`src/rtl/dmem_arb_pkg.sv`:
```
// dmem_arb_pkg: shared widths, state and index types for the dmem arbiter.
package dmem_arb_pkg;
    localparam int ADDR_W_DEF  = 12;
    localparam int DATA_W_DEF  = 32;
    localparam int BURST_CNT_W = 8;
    typedef enum logic [1:0] {IDLE, OWN0, OWN1} arb_state_t;
    typedef logic port_idx_t;
endpackage

```
`src/rtl/dmem_rr_picker.sv`:
```
// dmem_rr_picker: two-way round-robin pick, favouring the port that did not win last.
module dmem_rr_picker
    import dmem_arb_pkg::*;
(
    input  logic [1:0] req,
    input  port_idx_t  last_winner,
    output logic [1:0] winner,
    output logic       any_req
);
    always_comb begin
        winner[0] = req[0] & (~req[1] | last_winner);
        winner[1] = req[1] & (~req[0] | ~last_winner);
        any_req   = |req;
    end
endmodule

```
`src/rtl/dmem_arbiter.sv`:
```
// dmem_arbiter: round-robin sharing of single-port dmem with capped locked bursts.
// Define DMEM_ARB_STATS_EN to add the conflict_cnt port and counter.
module dmem_arbiter
    import dmem_arb_pkg::*;
#(
    parameter int ADDR_W    = ADDR_W_DEF,
    parameter int DATA_W    = DATA_W_DEF,
    parameter int MAX_BURST = 8
) (
    input  logic              clock,
    input  logic              reset,
    input  logic              m0_req,
    input  logic              m1_req,
    input  logic              m0_wren,
    input  logic              m1_wren,
    input  logic              m0_lock,
    input  logic              m1_lock,
    input  logic [ADDR_W-1:0] m0_addr,
    input  logic [ADDR_W-1:0] m1_addr,
    input  logic [DATA_W-1:0] m0_wdata,
    input  logic [DATA_W-1:0] m1_wdata,
    output logic              m0_gnt,
    output logic              m1_gnt,
    output logic              m0_rvalid,
    output logic              m1_rvalid,
    output logic [DATA_W-1:0] m0_rdata,
    output logic [DATA_W-1:0] m1_rdata,
    output logic [ADDR_W-1:0] address_dmem,
    output logic [DATA_W-1:0] data,
    output logic              wren,
    input  logic [DATA_W-1:0] q_dmem
`ifdef DMEM_ARB_STATS_EN
    ,
    output logic [15:0]       conflict_cnt
`endif
);
    localparam logic [BURST_CNT_W-1:0] MAX_CNT = BURST_CNT_W'(MAX_BURST);

    arb_state_t             state_q, state_d;
    logic [BURST_CNT_W-1:0] burst_cnt_q, burst_cnt_d;
    port_idx_t              last_winner_q, last_winner_d;
    logic [1:0]             rvalid_q, rvalid_d;
    logic [1:0]             req, lock, wr, win, gnt;
    logic                   any_req;
    port_idx_t              own;

    assign req  = {m1_req, m0_req};
    assign lock = {m1_lock, m0_lock};
    assign wr   = {m1_wren, m0_wren};
    assign own  = port_idx_t'(state_q == OWN1);

    dmem_rr_picker u_picker (
        .req        (req),
        .last_winner(last_winner_q),
        .winner     (win),
        .any_req    (any_req)
    );

    always_comb begin
        state_d       = state_q;
        burst_cnt_d   = burst_cnt_q;
        last_winner_d = last_winner_q;
        gnt           = 2'b00;
        if (state_q == IDLE) begin
            gnt           = win;
            last_winner_d = any_req ? port_idx_t'(win[1]) : last_winner_q;
            if (|(win & lock)) begin
                state_d     = win[1] ? OWN1 : OWN0;
                burst_cnt_d = BURST_CNT_W'(1);
            end
        end else begin
            gnt[own]    = req[own];
            burst_cnt_d = (burst_cnt_q == MAX_CNT) ? burst_cnt_q : burst_cnt_q + BURST_CNT_W'(req[own]);
            // Release on the grant that reaches the cap, so the waiting port wins the very next cycle.
            if (!req[own] || !lock[own] || (burst_cnt_d == MAX_CNT && req[~own])) begin
                state_d     = IDLE;
                burst_cnt_d = '0;
            end
        end
        gnt      = reset ? 2'b00 : gnt;
        rvalid_d = gnt & ~wr;
    end

    always_ff @(posedge clock or posedge reset) begin
        if (reset) begin
            state_q       <= IDLE;
            burst_cnt_q   <= '0;
            last_winner_q <= 1'b1;
            rvalid_q      <= 2'b00;
        end else begin
            state_q       <= state_d;
            burst_cnt_q   <= burst_cnt_d;
            last_winner_q <= last_winner_d;
            rvalid_q      <= rvalid_d;
        end
    end

    assign m0_gnt       = gnt[0];
    assign m1_gnt       = gnt[1];
    assign m0_rvalid    = rvalid_q[0];
    assign m1_rvalid    = rvalid_q[1];
    assign m0_rdata     = rvalid_q[0] ? q_dmem : '0;
    assign m1_rdata     = rvalid_q[1] ? q_dmem : '0;
    assign address_dmem = gnt[1] ? m1_addr : gnt[0] ? m0_addr : '0;
    assign data         = gnt[1] ? m1_wdata : gnt[0] ? m0_wdata : '0;
    assign wren         = |(gnt & wr);

`ifdef DMEM_ARB_STATS_EN
    logic [15:0] conflict_cnt_q, conflict_cnt_d;

    assign conflict_cnt_d = (|(req & ~gnt) && conflict_cnt_q != 16'hFFFF) ? conflict_cnt_q + 16'd1 : conflict_cnt_q;
    assign conflict_cnt   = conflict_cnt_q;

    always_ff @(posedge clock or posedge reset) begin
        if (reset) conflict_cnt_q <= '0;
        else conflict_cnt_q <= conflict_cnt_d;
    end
`endif
endmodule

```
`config.mk`:
```
export PLATFORM = sky130hd
export DESIGN_NAME = dmem_arbiter
export DESIGN_NICKNAME = d
export VERILOG_FILES = /design/src/rtl/dmem_arb_pkg.sv /design/src/rtl/dmem_rr_picker.sv /design/src/rtl/dmem_arbiter.sv
export SDC_FILE = /design/constraint.sdc
export NUM_CORES = 1
export LEC_CHECK = 0
export CORE_AREA = 2 2 94 96
export DETAILED_ROUTE_END_ITERATION = 8
export DIE_AREA = 0 0 96 98
export HOLD_SLACK_MARGIN = 0.12
export PLACE_DENSITY_LB_ADDON = 0.25
export SYNTH_ARGS = -nofsm -noshare
export SYNTH_HDL_FRONTEND = slang
export SYNTH_SLANG_ARGS = --single-unit
```
`constraint.sdc`:
```
create_clock -name clock -period 5.1 [get_ports clock]
set_input_delay 1.02 -clock clock [delete_from_list [all_inputs] [get_ports clock]]
set_output_delay 1.02 -clock clock [all_outputs]
set_load 0.1 [all_outputs]
```
## Word level (Yosys, flattened, before mapping)

Cells that the tools add are included.

- Output and inout bits: 113
- Register bits after elaboration: 13
- Logic and storage cells: 62
- Bits of input ports: 128

- Multiplexer cells: 24
- Add/sub/neg operators: 1
- Bitwise gates (word level): 13
- Order comparisons: 3
- Reduce and logical (&&, ||, !) cells: 13
- Equality and inequality tests: 4

Operator list:

| operator | number |
|---|---|
| $mux W32 | 4 |
| $mux W8 | 4 |
| $mux W12 | 2 |
| $eq A8 B4 Y1 const B | 2 |
| $mux W2 | 6 |
| $add A8 B1 Y8 | 1 |
| $and A2 B2 Y2 | 4 |
| $mux W1 | 7 |
| $reduce_or A2 Y1 | 3 |
| $lt A1 B2 Y1 const B | 2 |
| $not A1 Y1 | 4 |
| $reduce_and A2 Y1 | 2 |
| $and A1 B1 Y1 | 2 |
| $eq A2 B2 Y1 const B | 1 |
| $logic_and A1 B1 Y1 | 2 |
| $logic_not A1 Y1 | 2 |
| $logic_not A2 Y1 | 1 |
| $logic_or A1 B1 Y1 | 2 |
| $ne A2 B1 Y1 const B | 1 |
| $not A2 Y2 | 1 |
| $or A1 B1 Y1 | 2 |
| $reduce_bool A2 Y1 | 1 |
| $demux W1 S1 | 1 |
| $ge A1 B1 Y1 const B | 1 |

## Depth between registers and ports, before layout

- Word-level depth: 10
- Gate-level depth with buffers: 11
- Depth with buffers taken out: 10

## Hierarchy

From an unflattened synthesis, not the netlist that was laid out.

- Cells, all modules: 228
- Area total of the unflattened synthesis: 1764.2 um2

By module, submodules not included:

| module | times used | cells an instance | area an instance (um2) | sequential area each (um2) |
|---|---|---|---|---|
| dmem_arbiter | 1 | 224 | 1739.2 | 326.6 |
| dmem_rr_picker | 1 | 4 | 25.0 | 0.0 |

## Worst setup path after synthesis

No wires, ideal clock.

- Path type: in2out
- Start: input port reset
- End: output port data[23]
- Arrival: 3.494 ns
- Stages on the path: 4
- Path buffers: 1
- Data required time: 4.080 ns
- Path slack: 0.586 ns
- Cell sequence: inv_1 > o211a_1 > clkbuf_1 > a22o_1

- Longest elaborated chain between the ends: 3

Ends and longest elaborated chain:

| what | line | RTL |
|---|---|---|
| start, declared | dmem_arbiter.sv:11 | `input logic reset,` |
| $mux W2 | dmem_arbiter.sv:80 | `gnt = reset ? 2'b00 : gnt;` |
| net m0_gnt | dmem_arbiter.sv:22 | `output logic m0_gnt,` |
| $mux W32 (2 in series) | dmem_arbiter.sv:105 | `assign data = gnt[1] ? m1_wdata : gnt[0] ? m0_wdata : '0;` |
| end, declared | dmem_arbiter.sv:29 | `output logic [DATA_W-1:0] data,` |

The timed path passes the listed nets, and every way through them passes these cells.

## Worst setup path in the final report

- Start: input port m0_req
- End: output port data[9]

- Longest elaborated chain between the ends: 7
- Elaborated cells between the ends (all ways): 11
- Those cells by class: 6 x mux; 5 x bitwise

Ends and longest elaborated chain:

| what | line | RTL |
|---|---|---|
| start, declared | dmem_arbiter.sv:12 | `input logic m0_req,` |
| $mux W1 (not written as such) (2 in series) | dmem_arbiter.sv:72 | `gnt[own] = req[own];` |
| $and A2 B2 Y2 (no line) | - |  |
| $mux W2 (*) | dmem_arbiter.sv:64 | `if (state_q == IDLE) begin` |
| $mux W2 (*) | dmem_arbiter.sv:80 |  |
| $mux W32 | dmem_arbiter.sv:105 |  |
| $mux W32 (*) | dmem_arbiter.sv:105 |  |

Mark *: on every way between the ends. The rest lies on a longest branch, timed or not. The select of a mux whose other input is x is not followed.

==> reports/summary.txt <==
Result of the run: finished clean
Syn avg cell area: 7.755 um^2
Worst reg2reg path depth: 10
Synth-to-Final Area Change: 168.9%
Unique masters post-synth: 42
Total congestion overflow: 0
Cts bufs inserted: 3
Pre-CTS setup slack: 1.185 ns
Clock transition at path regs: 0.05 ns
Final Slew Violations: 0
Lkg Pwr: 0.001882 uW
Final worst slack: 1.204 ns
First-pass GRT wire length: 14400 um
Skew-Pair Late Insertion Delay: 0.24 ns
Period utilization: 76.38%
Worst EP required: 4.08 ns
Clock Skews: 0.0005685 ns
CP Class: in -> out
Peak supply drop: 0.1610 mV
Final core occ: 55.93%
Synthesized cell area: 1760 um^2
Multi-input logic area: 1344 um^2
CTS sink count: 13
RSZ-0062 raised after global routing: no
CTS Buffer Depth: 2
Startpoint Class: input port
Largest net degree at the start of global routing: 48
Initial Util: 20.80%
DR pass1 iterations: 4
Fmax: 256.7 MHz
FF/Latch Area: 326.6 um^2
Post-layout power: 1227 uW
Number of setup violations in the final report: 0
GP Congestion: 0.8477
HP Class: reg -> reg
Number of I/O port buffers: 240
Area after DPL: 4687 um^2
Initial antenna violation count: 1
CTS tree: built
Slew Limit Headroom: 32.67%
Avg Vias per Cell: 4.770
Worst-Margin Slew: 1.007 ns
Post-Syn Nets: 357
Post-CTS Setup Bufs: 0
Post-route DRC: 0
Hold Vio Cnt, Final: 0
Pwr per Cell Area: 259.1 nW/um^2
Synthesis Warnings: 0
Starting DRT DRC Count: 164
Maxcap violations: 0
CP max FO: 47
Finished Cell Area: 4735 um^2
DPL Wire Length: 8303 um
Sequential area share after synthesis: 18.55%
Vias in the first global route: 2736
Die area: 9408 um^2
Wire per inst: 17.51 um
Antenna-violating nets left: 0
Hold depth: 2
Cts repair resizes: 0
Total Wirelength: 9838 um
Die X: 96 um
I/O Pins: 241
Gate count of the mapped netlist: 227
H-Tree Depth: 1
Worst EP arrival: 2.88 ns
CTS root buffer: clkbuf_8
Critical Path Sink Type: output pin
# fillers: 763
Final min period: 3.896 ns
Setup_tns: 0 ns
Core Area: 8466 um^2
GRT Total Usage: 20.11%
Final nets: 584
Vias: 2681
CTS hold repair buffers: 0
Chip height: 98 um
Share of layout cells above drive strength 1: 13.47%
Placement Rows: 34
Flops & latches, synth: 13
==> metal layers <==
layer	GRT usage [%]	vias up	wire (um)	part of all wire [%]
li1	-	1296	-	-
met1	21.62	1223	3437	35
met2	35.36	152	5055	51
met3	8.719	10	1157	12
met4	5.385	0	188	1.9
met5	0	-	0	0
==> state kept, by name, summed over array words and instances (netlist names) <==
| register | flops |
|---|---|
| last_winner_q | 1 |
| state_q | 2 |
| rvalid_q | 2 |
| burst_cnt_q | 8 |
==> stage by stage <==
stage | instances | hold WS [ns]
after floorplan | 227 | 0.5125
after global placement | 557 | 0.5321
after detailed placement | 557 | 0.5595
after CTS | 561 | 0.5695
after global routing | 561 | 0.6002
final | 562 | 0.5706
==> worst max-delay path, stage by stage <==
cell and delay [ns]:
clkdlybuf4s50_1 0.53, nand2_1 0.12, nor2_1 0.05, nor4b_2 0.21, buf_4 0.46, a22o_1 0.27, buf_12 0.19
==> cells in the mapped netlist <==
cell type / number / area, um^2
nand4_1: 3 / 18.77
nand2_1: 12 / 45.04
xnor2_1: 1 / 8.760
and3_1: 1 / 6.260
o211a_1: 1 / 10.01
or4_1: 2 / 15.01
a32o_1: 2 / 20.02
mux2_2: 1 / 11.26
or2_2: 1 / 6.260
buf_6: 1 / 11.26
a31oi_1: 3 / 18.77
a21o_1: 1 / 7.510
a31oi_2: 1 / 12.51
dfrtp_1: 12 / 300.3
o21a_1: 1 / 7.510
nor2_1: 10 / 37.54
dfstp_2: 1 / 26.28
a41oi_1: 1 / 8.760
nand3b_1: 1 / 7.510
or3_1: 1 / 6.260
a211oi_1: 1 / 7.510
ha_1: 2 / 25.02
o21ai_0: 5 / 25.02
nand3_1: 2 / 10.01
mux2i_1: 3 / 30.03
o41ai_1: 1 / 8.760
nor4_1: 1 / 6.260
nor3_1: 3 / 15.01
and4_1: 2 / 17.52
inv_1: 1 / 3.750
a41o_1: 1 / 10.01
and3b_1: 1 / 8.760
o211ai_4: 1 / 21.27
nor2b_1: 6 / 37.54
and2_1: 65 / 406.6
a21oi_1: 5 / 25.02
nor4b_1: 2 / 17.52
a22o_1: 45 / 394.1
clkbuf_1: 15 / 56.30
o22ai_1: 1 / 6.260
o2111ai_1: 2 / 17.52
buf_2: 5 / 25.02
==> cell usage in the layout, fill, tap and decap left out, types with 2 or more instances in the layout <==
cell             instances
nor2_1                  10
clkbuf_8                 3
nand2_1                 12
buf_12                  46
a21oi_1                  5
a22o_1                  45
nand3_1                  2
a31oi_1                  3
nor2b_1                  6
a32o_1                   2
and4_1                   2
o21ai_0                  5
clkdlybuf4s50_1        191
ha_1                     2
o2111ai_1                2
or4_1                    2
buf_4                    6
and2_1                  65
dfrtp_1                 12
nand4_1                  3
mux2i_1                  3
nor3_1                   3
==> power breakdown <==
part           leakage (uW)  internal [uW]  switching, uW
logic               0.00169            358            638
clock network     0.0000228           55.1           35.9
registers          0.000173            118           21.8
total               0.00188            531            696
==> final cells by class <==
class / count / area share (%)
Multi-Input combinational cell: 192 / 28.38
Inverter: 1 / 0.07928
Tap cell: 108 / 2.854
Sequential cell: 13 / 6.897
Clock buffer: 4 / 0.9514
Timing Repair Buffer: 243 / 60.78
Antenna cell: 1 / 0.05285
==> final timing paths <==
kind | from | to | slack [ns]
worst max register to register | state_q[1] | burst_cnt_q[0] | 2.00
worst min register to register | burst_cnt_q[0] | burst_cnt_q[0] | 0.57
max in group asynchronous | reset | last_winner_q | 3.67
min in group asynchronous | reset | state_q[1] | 1.19
worst min-delay path | burst_cnt_q[0] | burst_cnt_q[0] | 0.57
worst max-delay path | m0_req | data[9] | 1.20
==> kinds of logic after synthesis <==
logic type,after synthesis,share of synthesized area [%]
simple gates,113,37.60
buf+inv,22,5.472
fa+ha+maj,2,1.421
flops,13,18.55
xor+xnor,1,0.4976
compound gates,72,34.12
mux,4,2.345
Power figures use the tool's default switching activity.
